<file path="config.mk">
export PLATFORM = sky130hd
export DESIGN_NAME = operand_fetch_stage_flat
export DESIGN_NICKNAME = d
export VERILOG_FILES = /design/src/rtl/operand_fetch_stage_if.sv /design/src/rtl/operand_fetch_stage.sv /design/src/flat_wrapper.sv
export SDC_FILE = /design/constraint.sdc
export NUM_CORES = 1
export LEC_CHECK = 0
export CAP_MARGIN = 20
export CORE_MARGIN = 1
export CORE_UTILIZATION = 46
export DETAILED_ROUTE_END_ITERATION = 6
export PLACE_DENSITY = 0.83
export SLEW_MARGIN = 20
export SYNTH_ARGS = -nofsm -noshare
export SYNTH_HDL_FRONTEND = slang
export SYNTH_HIERARCHICAL = 1
export SYNTH_SLANG_ARGS = --single-unit
</file>
<file path="constraint.sdc">
create_clock -name clk -period 2.94 [get_ports clk]
set_input_delay 0.441 -clock clk [delete_from_list [all_inputs] [get_ports clk]]
set_output_delay 0.441 -clock clk [all_outputs]
set_load 0.02 [all_outputs]
</file>
<file path="src/rtl/operand_fetch_stage_if.sv">
// Handshake bundle between decode, the operand fetch stage and EX.
//   in_*  : decoded instruction offered by decode (in_valid/in_ready)
//   out_* : resolved instruction held for EX (out_valid/out_ready)
// master = the decode/EX environment, slave = operand_fetch_stage.
interface operand_fetch_stage_if #(
  parameter int CTRL_W = 8
);
  // decode -> stage
  logic              in_valid;
  logic              in_ready;
  logic [4:0]        in_rs1;
  logic [4:0]        in_rs2;
  logic [4:0]        in_rd;
  logic [31:0]       in_imm;
  logic              in_use_imm;
  logic              in_is_load;
  logic [CTRL_W-1:0] in_ctrl;
  // stage -> EX
  logic              out_valid;
  logic              out_ready;
  logic [31:0]       out_op_a;
  logic [31:0]       out_op_b;
  logic [31:0]       out_store_data;
  logic [4:0]        out_rd;
  logic              out_is_load;
  logic [CTRL_W-1:0] out_ctrl;

  modport master (
    output in_valid, in_rs1, in_rs2, in_rd, in_imm, in_use_imm, in_is_load, in_ctrl,
    input  in_ready,
    input  out_valid, out_op_a, out_op_b, out_store_data, out_rd, out_is_load, out_ctrl,
    output out_ready
  );

  modport slave (
    input  in_valid, in_rs1, in_rs2, in_rd, in_imm, in_use_imm, in_is_load, in_ctrl,
    output in_ready,
    output out_valid, out_op_a, out_op_b, out_store_data, out_rd, out_is_load, out_ctrl,
    input  out_ready
  );
endinterface

</file>
<file path="src/rtl/operand_fetch_stage.sv">
// Operand fetch stage: sits in front of the 32x32 register file.
//   clk, reset      : clock, synchronous active-high reset
//   flush           : branch redirect, kills the held instruction and the load interlock
//   bus (slave)     : decode-side in_* handshake and EX-side out_* handshake
//   rf_read_addr1/2 : combinational read addresses (= in_rs1 / in_rs2)
//   rf_read_data1/2 : register file read data
//   ex_fwd_*        : EX result bypass (never a load)
//   wb_fwd_*        : writeback bypass, identical to the file write port
// Register 31 reads as zero regardless of file contents or bypass traffic.

// Per-source resolution: value with bypass priority, plus load-use hazard.
module operand_resolve (
  input  logic [4:0]  src,
  input  logic [31:0] rf_data,
  input  logic        ex_valid,
  input  logic [4:0]  ex_addr,
  input  logic [31:0] ex_data,
  input  logic        wb_valid,
  input  logic [4:0]  wb_addr,
  input  logic [31:0] wb_data,
  input  logic        ld_out_vld,   // a load is sitting in the output register
  input  logic [4:0]  ld_out_rd,
  input  logic        ld_pend_vld,  // a load left and its data is not yet on WB
  input  logic [4:0]  ld_pend_rd,
  output logic [31:0] value,
  output logic        hazard
);
  localparam logic [4:0] ZERO_REG = 5'd31;

  always_comb begin
    value = rf_data;
    // EX is younger than WB, so it wins when both target the same register.
    // WB must be bypassed: the file only shows the write on the next cycle.
    if (src == ZERO_REG)                  value = '0;
    else if (ex_valid && ex_addr == src)  value = ex_data;
    else if (wb_valid && wb_addr == src)  value = wb_data;
  end

  // A load targeting r31 produces nothing worth waiting for.
  assign hazard = (src != ZERO_REG) &&
                  ((ld_out_vld  && src == ld_out_rd) ||
                   (ld_pend_vld && src == ld_pend_rd));
endmodule

module operand_fetch_stage #(
  parameter int CTRL_W   = 8,
  parameter int LOAD_LAT = 2
) (
  input  logic                 clk,
  input  logic                 reset,
  input  logic                 flush,
  operand_fetch_stage_if.slave bus,
  output logic [4:0]           rf_read_addr1,
  output logic [4:0]           rf_read_addr2,
  input  logic [31:0]          rf_read_data1,
  input  logic [31:0]          rf_read_data2,
  input  logic                 ex_fwd_valid,
  input  logic [4:0]           ex_fwd_addr,
  input  logic [31:0]          ex_fwd_data,
  input  logic                 wb_fwd_valid,
  input  logic [4:0]           wb_fwd_addr,
  input  logic [31:0]          wb_fwd_data
);
  localparam int         NUM_SRC  = 2;
  localparam int         CNT_W    = (LOAD_LAT < 1) ? 1 : $clog2(LOAD_LAT + 1);
  localparam logic [4:0] ZERO_REG = 5'd31;

  typedef struct packed {
    logic [31:0]       op_a;
    logic [31:0]       op_b;
    logic [31:0]       store_data;
    logic [4:0]        rd;
    logic              is_load;
    logic [CTRL_W-1:0] ctrl;
  } ex_req_t;

  localparam ex_req_t EX_REQ_RST = '{
    op_a: '0, op_b: '0, store_data: '0, rd: ZERO_REG, is_load: 1'b0, ctrl: '0
  };

  ex_req_t          out_q;
  ex_req_t          nxt;
  logic             out_valid_q;
  logic [CNT_W-1:0] load_cnt;
  logic [4:0]       pend_rd;

  logic [NUM_SRC-1:0][4:0]  src;
  logic [NUM_SRC-1:0][31:0] rf_data;
  logic [NUM_SRC-1:0][31:0] res;
  logic [NUM_SRC-1:0]       src_haz;

  logic hazard;
  logic accept;
  logic handoff;

  assign rf_read_addr1 = bus.in_rs1;
  assign rf_read_addr2 = bus.in_rs2;

  assign src     = {bus.in_rs2, bus.in_rs1};
  assign rf_data = {rf_read_data2, rf_read_data1};

  // Both sources go through the same resolver; rs2 is checked for hazards
  // even when the immediate replaces it, because store_data still needs it.
  generate
    for (genvar g = 0; g < NUM_SRC; g++) begin : g_src
      operand_resolve u_res (
        .src         (src[g]),
        .rf_data     (rf_data[g]),
        .ex_valid    (ex_fwd_valid),
        .ex_addr     (ex_fwd_addr),
        .ex_data     (ex_fwd_data),
        .wb_valid    (wb_fwd_valid),
        .wb_addr     (wb_fwd_addr),
        .wb_data     (wb_fwd_data),
        .ld_out_vld  (out_valid_q && out_q.is_load),
        .ld_out_rd   (out_q.rd),
        .ld_pend_vld (load_cnt != '0),
        .ld_pend_rd  (pend_rd),
        .value       (res[g]),
        .hazard      (src_haz[g])
      );
    end
  endgenerate

  assign hazard       = bus.in_valid && (|src_haz);
  assign bus.in_ready = (!out_valid_q || bus.out_ready) && !hazard && !flush;
  assign accept       = bus.in_valid && bus.in_ready;
  assign handoff      = out_valid_q && bus.out_ready;

  always_comb begin
    nxt            = out_q;
    nxt.op_a       = res[0];
    nxt.op_b       = bus.in_use_imm ? bus.in_imm : res[1];
    nxt.store_data = res[1];
    nxt.rd         = bus.in_rd;
    nxt.is_load    = bus.in_is_load;
    nxt.ctrl       = bus.in_ctrl;
  end

  always_ff @(posedge clk) begin
    if (reset) begin
      out_q       <= EX_REQ_RST;
      out_valid_q <= 1'b0;
      load_cnt    <= '0;
      pend_rd     <= ZERO_REG;
    end else if (flush) begin
      // Any handshake this cycle is void; payload registers keep their values.
      out_valid_q <= 1'b0;
      load_cnt    <= '0;
    end else begin
      // Accept covers the back-to-back replace case as well.
      if (accept) begin
        out_q       <= nxt;
        out_valid_q <= 1'b1;
      end else if (handoff) begin
        out_valid_q <= 1'b0;
      end
      // The departing load keeps blocking consumers until its data reaches WB.
      if (handoff && out_q.is_load) begin
        load_cnt <= CNT_W'(LOAD_LAT);
        pend_rd  <= out_q.rd;
      end else if (load_cnt != '0) begin
        load_cnt <= load_cnt - CNT_W'(1);
      end
    end
  end

  assign bus.out_valid      = out_valid_q;
  assign bus.out_op_a       = out_q.op_a;
  assign bus.out_op_b       = out_q.op_b;
  assign bus.out_store_data = out_q.store_data;
  assign bus.out_rd         = out_q.rd;
  assign bus.out_is_load    = out_q.is_load;
  assign bus.out_ctrl       = out_q.ctrl;
endmodule

</file>
<file path="src/flat_wrapper.sv">
// flat-port wrapper written by rule: the top's interface ports become plain ports
module operand_fetch_stage_flat 
#(
  parameter int CTRL_W   = 8,
  parameter int LOAD_LAT = 2
)
  (clk, reset, flush, rf_read_addr1, rf_read_addr2, rf_read_data1, rf_read_data2, ex_fwd_valid, ex_fwd_addr, ex_fwd_data, wb_fwd_valid, wb_fwd_addr, wb_fwd_data, bus_in_valid, bus_in_rs1, bus_in_rs2, bus_in_rd, bus_in_imm, bus_in_use_imm, bus_in_is_load, bus_in_ctrl, bus_in_ready, bus_out_valid, bus_out_op_a, bus_out_op_b, bus_out_store_data, bus_out_rd, bus_out_is_load, bus_out_ctrl, bus_out_ready);
  operand_fetch_stage_if #(.CTRL_W(CTRL_W)) bus_i ();
  input  logic clk;
  input  logic reset;
  input  logic flush;
  output logic [4:0] rf_read_addr1;
  output logic [4:0] rf_read_addr2;
  input  logic [31:0] rf_read_data1;
  input  logic [31:0] rf_read_data2;
  input  logic ex_fwd_valid;
  input  logic [4:0] ex_fwd_addr;
  input  logic [31:0] ex_fwd_data;
  input  logic wb_fwd_valid;
  input  logic [4:0] wb_fwd_addr;
  input  logic [31:0] wb_fwd_data;
  input wire logic [$bits(bus_i.in_valid)-1:0] bus_in_valid;
  input wire logic [$bits(bus_i.in_rs1)-1:0] bus_in_rs1;
  input wire logic [$bits(bus_i.in_rs2)-1:0] bus_in_rs2;
  input wire logic [$bits(bus_i.in_rd)-1:0] bus_in_rd;
  input wire logic [$bits(bus_i.in_imm)-1:0] bus_in_imm;
  input wire logic [$bits(bus_i.in_use_imm)-1:0] bus_in_use_imm;
  input wire logic [$bits(bus_i.in_is_load)-1:0] bus_in_is_load;
  input wire logic [$bits(bus_i.in_ctrl)-1:0] bus_in_ctrl;
  output wire logic [$bits(bus_i.in_ready)-1:0] bus_in_ready;
  output wire logic [$bits(bus_i.out_valid)-1:0] bus_out_valid;
  output wire logic [$bits(bus_i.out_op_a)-1:0] bus_out_op_a;
  output wire logic [$bits(bus_i.out_op_b)-1:0] bus_out_op_b;
  output wire logic [$bits(bus_i.out_store_data)-1:0] bus_out_store_data;
  output wire logic [$bits(bus_i.out_rd)-1:0] bus_out_rd;
  output wire logic [$bits(bus_i.out_is_load)-1:0] bus_out_is_load;
  output wire logic [$bits(bus_i.out_ctrl)-1:0] bus_out_ctrl;
  input wire logic [$bits(bus_i.out_ready)-1:0] bus_out_ready;
  assign bus_i.in_valid = bus_in_valid;
  assign bus_i.in_rs1 = bus_in_rs1;
  assign bus_i.in_rs2 = bus_in_rs2;
  assign bus_i.in_rd = bus_in_rd;
  assign bus_i.in_imm = bus_in_imm;
  assign bus_i.in_use_imm = bus_in_use_imm;
  assign bus_i.in_is_load = bus_in_is_load;
  assign bus_i.in_ctrl = bus_in_ctrl;
  assign bus_in_ready = bus_i.in_ready;
  assign bus_out_valid = bus_i.out_valid;
  assign bus_out_op_a = bus_i.out_op_a;
  assign bus_out_op_b = bus_i.out_op_b;
  assign bus_out_store_data = bus_i.out_store_data;
  assign bus_out_rd = bus_i.out_rd;
  assign bus_out_is_load = bus_i.out_is_load;
  assign bus_out_ctrl = bus_i.out_ctrl;
  assign bus_i.out_ready = bus_out_ready;
  operand_fetch_stage #(.CTRL_W(CTRL_W), .LOAD_LAT(LOAD_LAT)) u_core (.clk(clk), .reset(reset), .flush(flush), .bus(bus_i), .rf_read_addr1(rf_read_addr1), .rf_read_addr2(rf_read_addr2), .rf_read_data1(rf_read_data1), .rf_read_data2(rf_read_data2), .ex_fwd_valid(ex_fwd_valid), .ex_fwd_addr(ex_fwd_addr), .ex_fwd_data(ex_fwd_data), .wb_fwd_valid(wb_fwd_valid), .wb_fwd_addr(wb_fwd_addr), .wb_fwd_data(wb_fwd_data));
endmodule
</file>
Yosys cells after proc, flatten, opt, wreduce, memory -nomap -nowiden
Cells that the tools add are included.
Widths: inputs -> output; s select.

word-level totals
  output and inout bits = 122
  register bits after elaboration = 118
  bits of input ports = 202

operators by class
  reductions and logical operators = 31
  equal/unequal tests = 12
  add/subtract/negate cells = 1
  multiplexer cells = 11
  bitwise logic cells = 1

operators with widths
  operator             count
  $mux 32              7
  $eq 5x5->1           8
  $logic_and 1x1->1    17
  $eq 5x5->1 const B   2
  $ne 5x5->1 const B   2
  $reduce_bool 2->1    3
  $mux 2               2
  $reduce_and 2->1     2
  $reduce_or 2->1      2
  $logic_not 1->1      3
  $logic_or 1x1->1     3
  $reduce_or 3->1      1
  $mux 1               2
  $sub 2x1->2 const B  1
  $not 1->1            1

Longest topological paths before layout
  word-level depth = 11
  mapped depth = 11
  mapped depth without buffers = 7

Modules after synthesis
Netlist, hierarchy kept.

modules (own cells, without submodules)
  module               cells an instance  instances  area an instance (µm²)  seq. area each (µm²)
  operand_fetch_stage  556                1          5554.1                  2362.3
  operand_resolve      197                2          1527.7                  0.0

Least setup slack after synthesis
OpenSTA, ideal clock, no wires.

  path kind = input -> register
  start point = in bus_in_rs2[2]
  end point = reg u_core.out_q (netlist bit u_core/bus.out_op_b[30])
  path buffers = 4
  slack = 0.584 ns
  arrival = 2.236 ns
  stages = 10
  cell sequence = buf_4 nand3_1 nor2_1 buf_2 a21oi_1 nor2_1 and4b_1 buf_6 buf_6 mux2_2

on the way
  longest elaborated chain between the ends = 11
  elaborated cells on any way between the ends = 23

RTL lines
  item                                         RTL line                                              text
  start, declared                              flat_wrapper.sv:24                                    input wire logic [$bits(bus_i.in_rs2)-1:0] bus_in_rs2;
  $eq 5x5->1, on equally long branches         operand_fetch_stage.sv:41, operand_fetch_stage.sv:42
  $logic_and 1x1->1, on equally long branches  operand_fetch_stage.sv:41, operand_fetch_stage.sv:42
  $logic_or 1x1->1                             operand_fetch_stage.sv:41                             ((ld_out_vld && src == ld_out_rd) ||
  $logic_and 1x1->1 (*)                        operand_fetch_stage.sv:40                             assign hazard = (src != ZERO_REG) &&
  named net u_core.src_haz[1]                  operand_fetch_stage.sv:90                             logic [NUM_SRC-1:0] src_haz;
  $reduce_or 2->1 (*)                          operand_fetch_stage.sv:125                            assign hazard = bus.in_valid && (|src_haz);
  $logic_and 1x1->1 (*)                        operand_fetch_stage.sv:125
  $logic_not 1->1 (*)                          operand_fetch_stage.sv:126                            assign bus.in_ready = (!out_valid_q || bus.out_ready) && !hazard && !flush;
  $logic_and 1x1->1 (*) (2 in series)          operand_fetch_stage.sv:126
  $logic_and 1x1->1 (*)                        operand_fetch_stage.sv:127                            assign accept = bus.in_valid && bus.in_ready;
  $reduce_and 2->1 (no source line) (*)        --
  end signal, assigned                         operand_fetch_stage.sv:153                            out_q <= nxt;
  end, declared                                operand_fetch_stage.sv:81                             ex_req_t out_q;

The timed path passes the listed nets; every way through them passes the cells marked *.
A chain may end at the register's enable or synchronous reset.

Worst setup path after layout
  start point = in bus_in_rs2[2]
  end point = out bus_in_ready

on the way
  longest elaborated chain between the ends = 9
  elaborated cells on any way between the ends = 12

RTL lines
  item                                         RTL line                                              text
  $eq 5x5->1, on equally long branches         operand_fetch_stage.sv:41, operand_fetch_stage.sv:42
  $logic_and 1x1->1, on equally long branches  operand_fetch_stage.sv:41, operand_fetch_stage.sv:42
  $logic_or 1x1->1                             operand_fetch_stage.sv:41
  $logic_and 1x1->1 (*)                        operand_fetch_stage.sv:40
  named net u_core.src_haz[1]                  operand_fetch_stage.sv:90
  $reduce_or 2->1 (*)                          operand_fetch_stage.sv:125
  $logic_and 1x1->1 (*)                        operand_fetch_stage.sv:125
  $logic_not 1->1 (*)                          operand_fetch_stage.sv:126
  $logic_and 1x1->1 (*) (2 in series)          operand_fetch_stage.sv:126
  end, declared                                flat_wrapper.sv:30                                    output wire logic [$bits(bus_i.in_ready)-1:0] bus_in_ready;

Marked as above.

==> metrics.yaml <==
outcome:
  outcome: "finished with violations"
  violations: "DRC"
worst_hold_path:
  hold_class: "flop to flop"
sta:
  rsz0062_at_grt: "no"
  fin_crit_ns: 2.85
  finalHoldViolations: 0
  fmax_mhz: 351
  fin_crit_sh_pct: 97.0
  relSlewSlack_pct: 46.7
  drv_slew: 0
  tns_ns: 0
  worst-slew-pin-transition_ns: 0.799
  setup_viol: 0
  whs_ns: 0.473
  fin_worst_skew_ns: 0.0106
clock_tree:
  post_cts_buffers: 0
  cts_htree_levels: 4
  clk_pin_slew_ns: 0.05
  root_buffer: "clkbuf_16"
  cts_tree: "yes"
  clkLatencyLatePin_ns: 0.41
  numCtsBuffers: 17
  holdBufCountCts: 0
  cts.sinks: 118
  clk_path_buf_depth: 2
finish:
  layout.cells.non_filler: 1458
  nNetsFinal: 1420
  ff_latch_area_sq_mm: 0.00236
  n_antenna_cell: 0
  final.fill_count: 1419
  area_delta_synth_final_pct: 43.8
  layout-drive-gt1-share_pct: 15.7
  multi_input_area_sq_mm: 0.00551
  final_cell_mix: "clkdlybuf4s50_1, nand2b_1, dfxtp_1"
  mostFrequentLayoutCell: "clkdlybuf4s50_1"
routing:
  wl_per_cell_um: 20.3
  drc: 20
  drt_iter0_drc: 721
  dr.pass1.iters: 7
  vias: 8394
  drt-total-wl_um: 29600
  postRouteAntennaNets: 0
  vias_per_cell: 5.76
yosys:
  synth.yosys.seq_area_share_pct: 27.4
  synth_ff_type: "dfxtp_1"
  synth_cell_type_count: 38
  synth_edf_count: 0
  synth_xor_area_share_pct: 4.94
  ys_seq_elements: 118
  ys_warn_count: 6
  ys_top_cells_by_area: "dfxtp_1, mux2i_1, nand2b_1"
  synth_fa_ha_area_share_pct: 0
  synth_top_area_share_pct: 27.4
  synth-compound-area-share_pct: 15.3
  synth.largest_area_cell: "dfxtp_1"
  synth_area_per_cell_sq_um: 9.06
  synth_cells: 950
  synthMuxAreaShare_pct: 17.0
  synthArstFlopShare_pct: 0
  syn-cell-area_sq_mm: 0.00861
  synth_top_family_by_area: "simple AND/OR/NAND/NOR gates"
  synth_nets: 1152
  synthSimpleGateAreaFrac_pct: 26.2
power_and_ir_drop:
  p_leak_uw: 0.00436
  powerDensity_mw_per_mm2: 415
  peakVddDrop_uv: 393
  power_uw: 5140
grt:
  use_met1_pct: 38.9
  grt_usage_pct: 30.4
  busiest_layer: "met2"
  grt_pass1_wl_um: 45900
  use_met3_pct: 5.70
  grt_pass1_vias: 8127
  grt_antenna_before_repair: 0
  use_met2_pct: 51.3
  grt_max_degree: 129
  grt_remaining_overflow: 0
worst_setup_path:
  crit_family: "buffers and inverters"
  crit_required_ns: 2.50
  path_buf_inv: 2
  cp_cell_sequence: "clkdlybuf4s50_1 -> xor2_1 -> nor4_1 -> nand3_1 -> a21oi_2 -> o21ai_0 -> and3b_1 -> dlygate4sd2_1"
  max_stage_delay_ns: 0.49
  end_kind: "output port"
  crit_fanout: 3
  worst-setup-path-type: "input pin to output port"
  startpoint_type: "input pin"
  cpMaxStageDelayCell: "clkdlybuf4s50_1"
  arrival_ns: 2.41
place:
  numPortBuffers: 323
  gp_congestion: 0.892
  placed_cells: 1428
  hpwlAfterDp_um: 21400
floorplan:
  die_x_um: 139
  rows: 49
  io_pins: 324
  initial_utilization_pct: 47.4
  die_area_sq_mm: 0.0193
  core_sq_mm: 0.0181
  die_height_um: 139
run:
  drv_cap: 0
[report_power, final]
group | internal (uW) | total, uW | switching [uW]
clock network | 1250 | 1990 | 745
logic | 729 | 1410 | 678
registers | 1690 | 1740 | 49.9
total | 3670 | 5140 | 1470
[cell usage after synthesis, types with 8 or more instances]
cell and number:
buf_4 24, nor3_1 70, nor2_1 45, xnor2_1 14, a311oi_2 60, nand2b_1 146
dfxtp_1 118, buf_6 14, xnor2_2 10, mux2_2 32, a21oi_1 8, xor2_1 16
mux2i_1 110, nor2b_1 32, nand4_1 66, o21ai_1 60, clkbuf_1 53, buf_2 19
[final timing paths]
path / from / to / slack [ns] / cells after the start
max: bus_in_rs2[2] / bus_in_ready / 0.09 / 8
min reg2reg: u_core/bus.out_op_a[1] / u_core/bus.out_op_a[1] / 0.47 / 2
min: u_core/bus.out_op_a[1] / u_core/bus.out_op_a[1] / 0.47 / 2
max reg2reg: u_core/bus.out_rd[4] / u_core/bus.out_op_b[2] / 0.75 / 8
[logic make-up after synthesis]
group	after synthesis
buffers and inverters	122
AOI/OAI and AO/OA	139
DFF	118
and+or+nand+nor	389
muxes	142
xor gates and xnor gates	40
[routing by layer]
layer / up-vias / wire (um) / part of all wire, %
li1: 3956 / - / -
met1: 3919 / 12200 / 41
met2: 463 / 14300 / 48
met3: 56 / 2450 / 8.2
met4: 0 / 735 / 2.5
met5: - / 0 / 0
[timing repair]
item / CTS / global route
resized for setup: 1 / 1
pin swaps: 0 / 1
setup endpoints to repair: 1 / 1
gates cloned: 0 / 0
[worst register-to-register path: stages, from the launching register on]
cell and delay (ns):
dfxtp_1 0.47, xor2_1 0.11, nor4_1 0.32, nand3_1 0.14, a21oi_2 0.18, nor2_1 0.10, nand4b_2 0.14, buf_12 0.23
mux2_2 0.38
[layout make-up]
cell class                      count  share of cell area, %
Timing Repair Buffer              371                   29.7
Clock inverter                     10                  0.869
Tap cell                          229                   2.31
Clock buffer                       20                   3.61
Sequential cell                   118                   19.1
Multi-Input combinational cell    710                   44.5
[stage by stage]
stage	setup slack, ns	utilization (%)	instance area (sq um)
after floorplan	0.584	-	8610
after global placement	-0.184	65.2	11800
after detailed placement	-0.154	65.2	11800
after CTS	0.0491	68.2	12400
after global routing	0.0121	68.2	12400
final	0.0880	68.2	12400
[flip-flops by register name (all words and copies together), names as in the netlist]
signal / cells
u_core/bus.out_op_a: 32
u_core/bus.out_op_b: 32
u_core/bus.out_store_data: 32
u_core/bus.out_ctrl: 8
u_core/bus.out_rd: 5
u_core/pend_rd: 5
u_core/load_cnt: 2
u_core/bus.out_is_load: 1
u_core/bus.out_valid: 1
No activity file was read; power rests on OpenSTA's default activity.
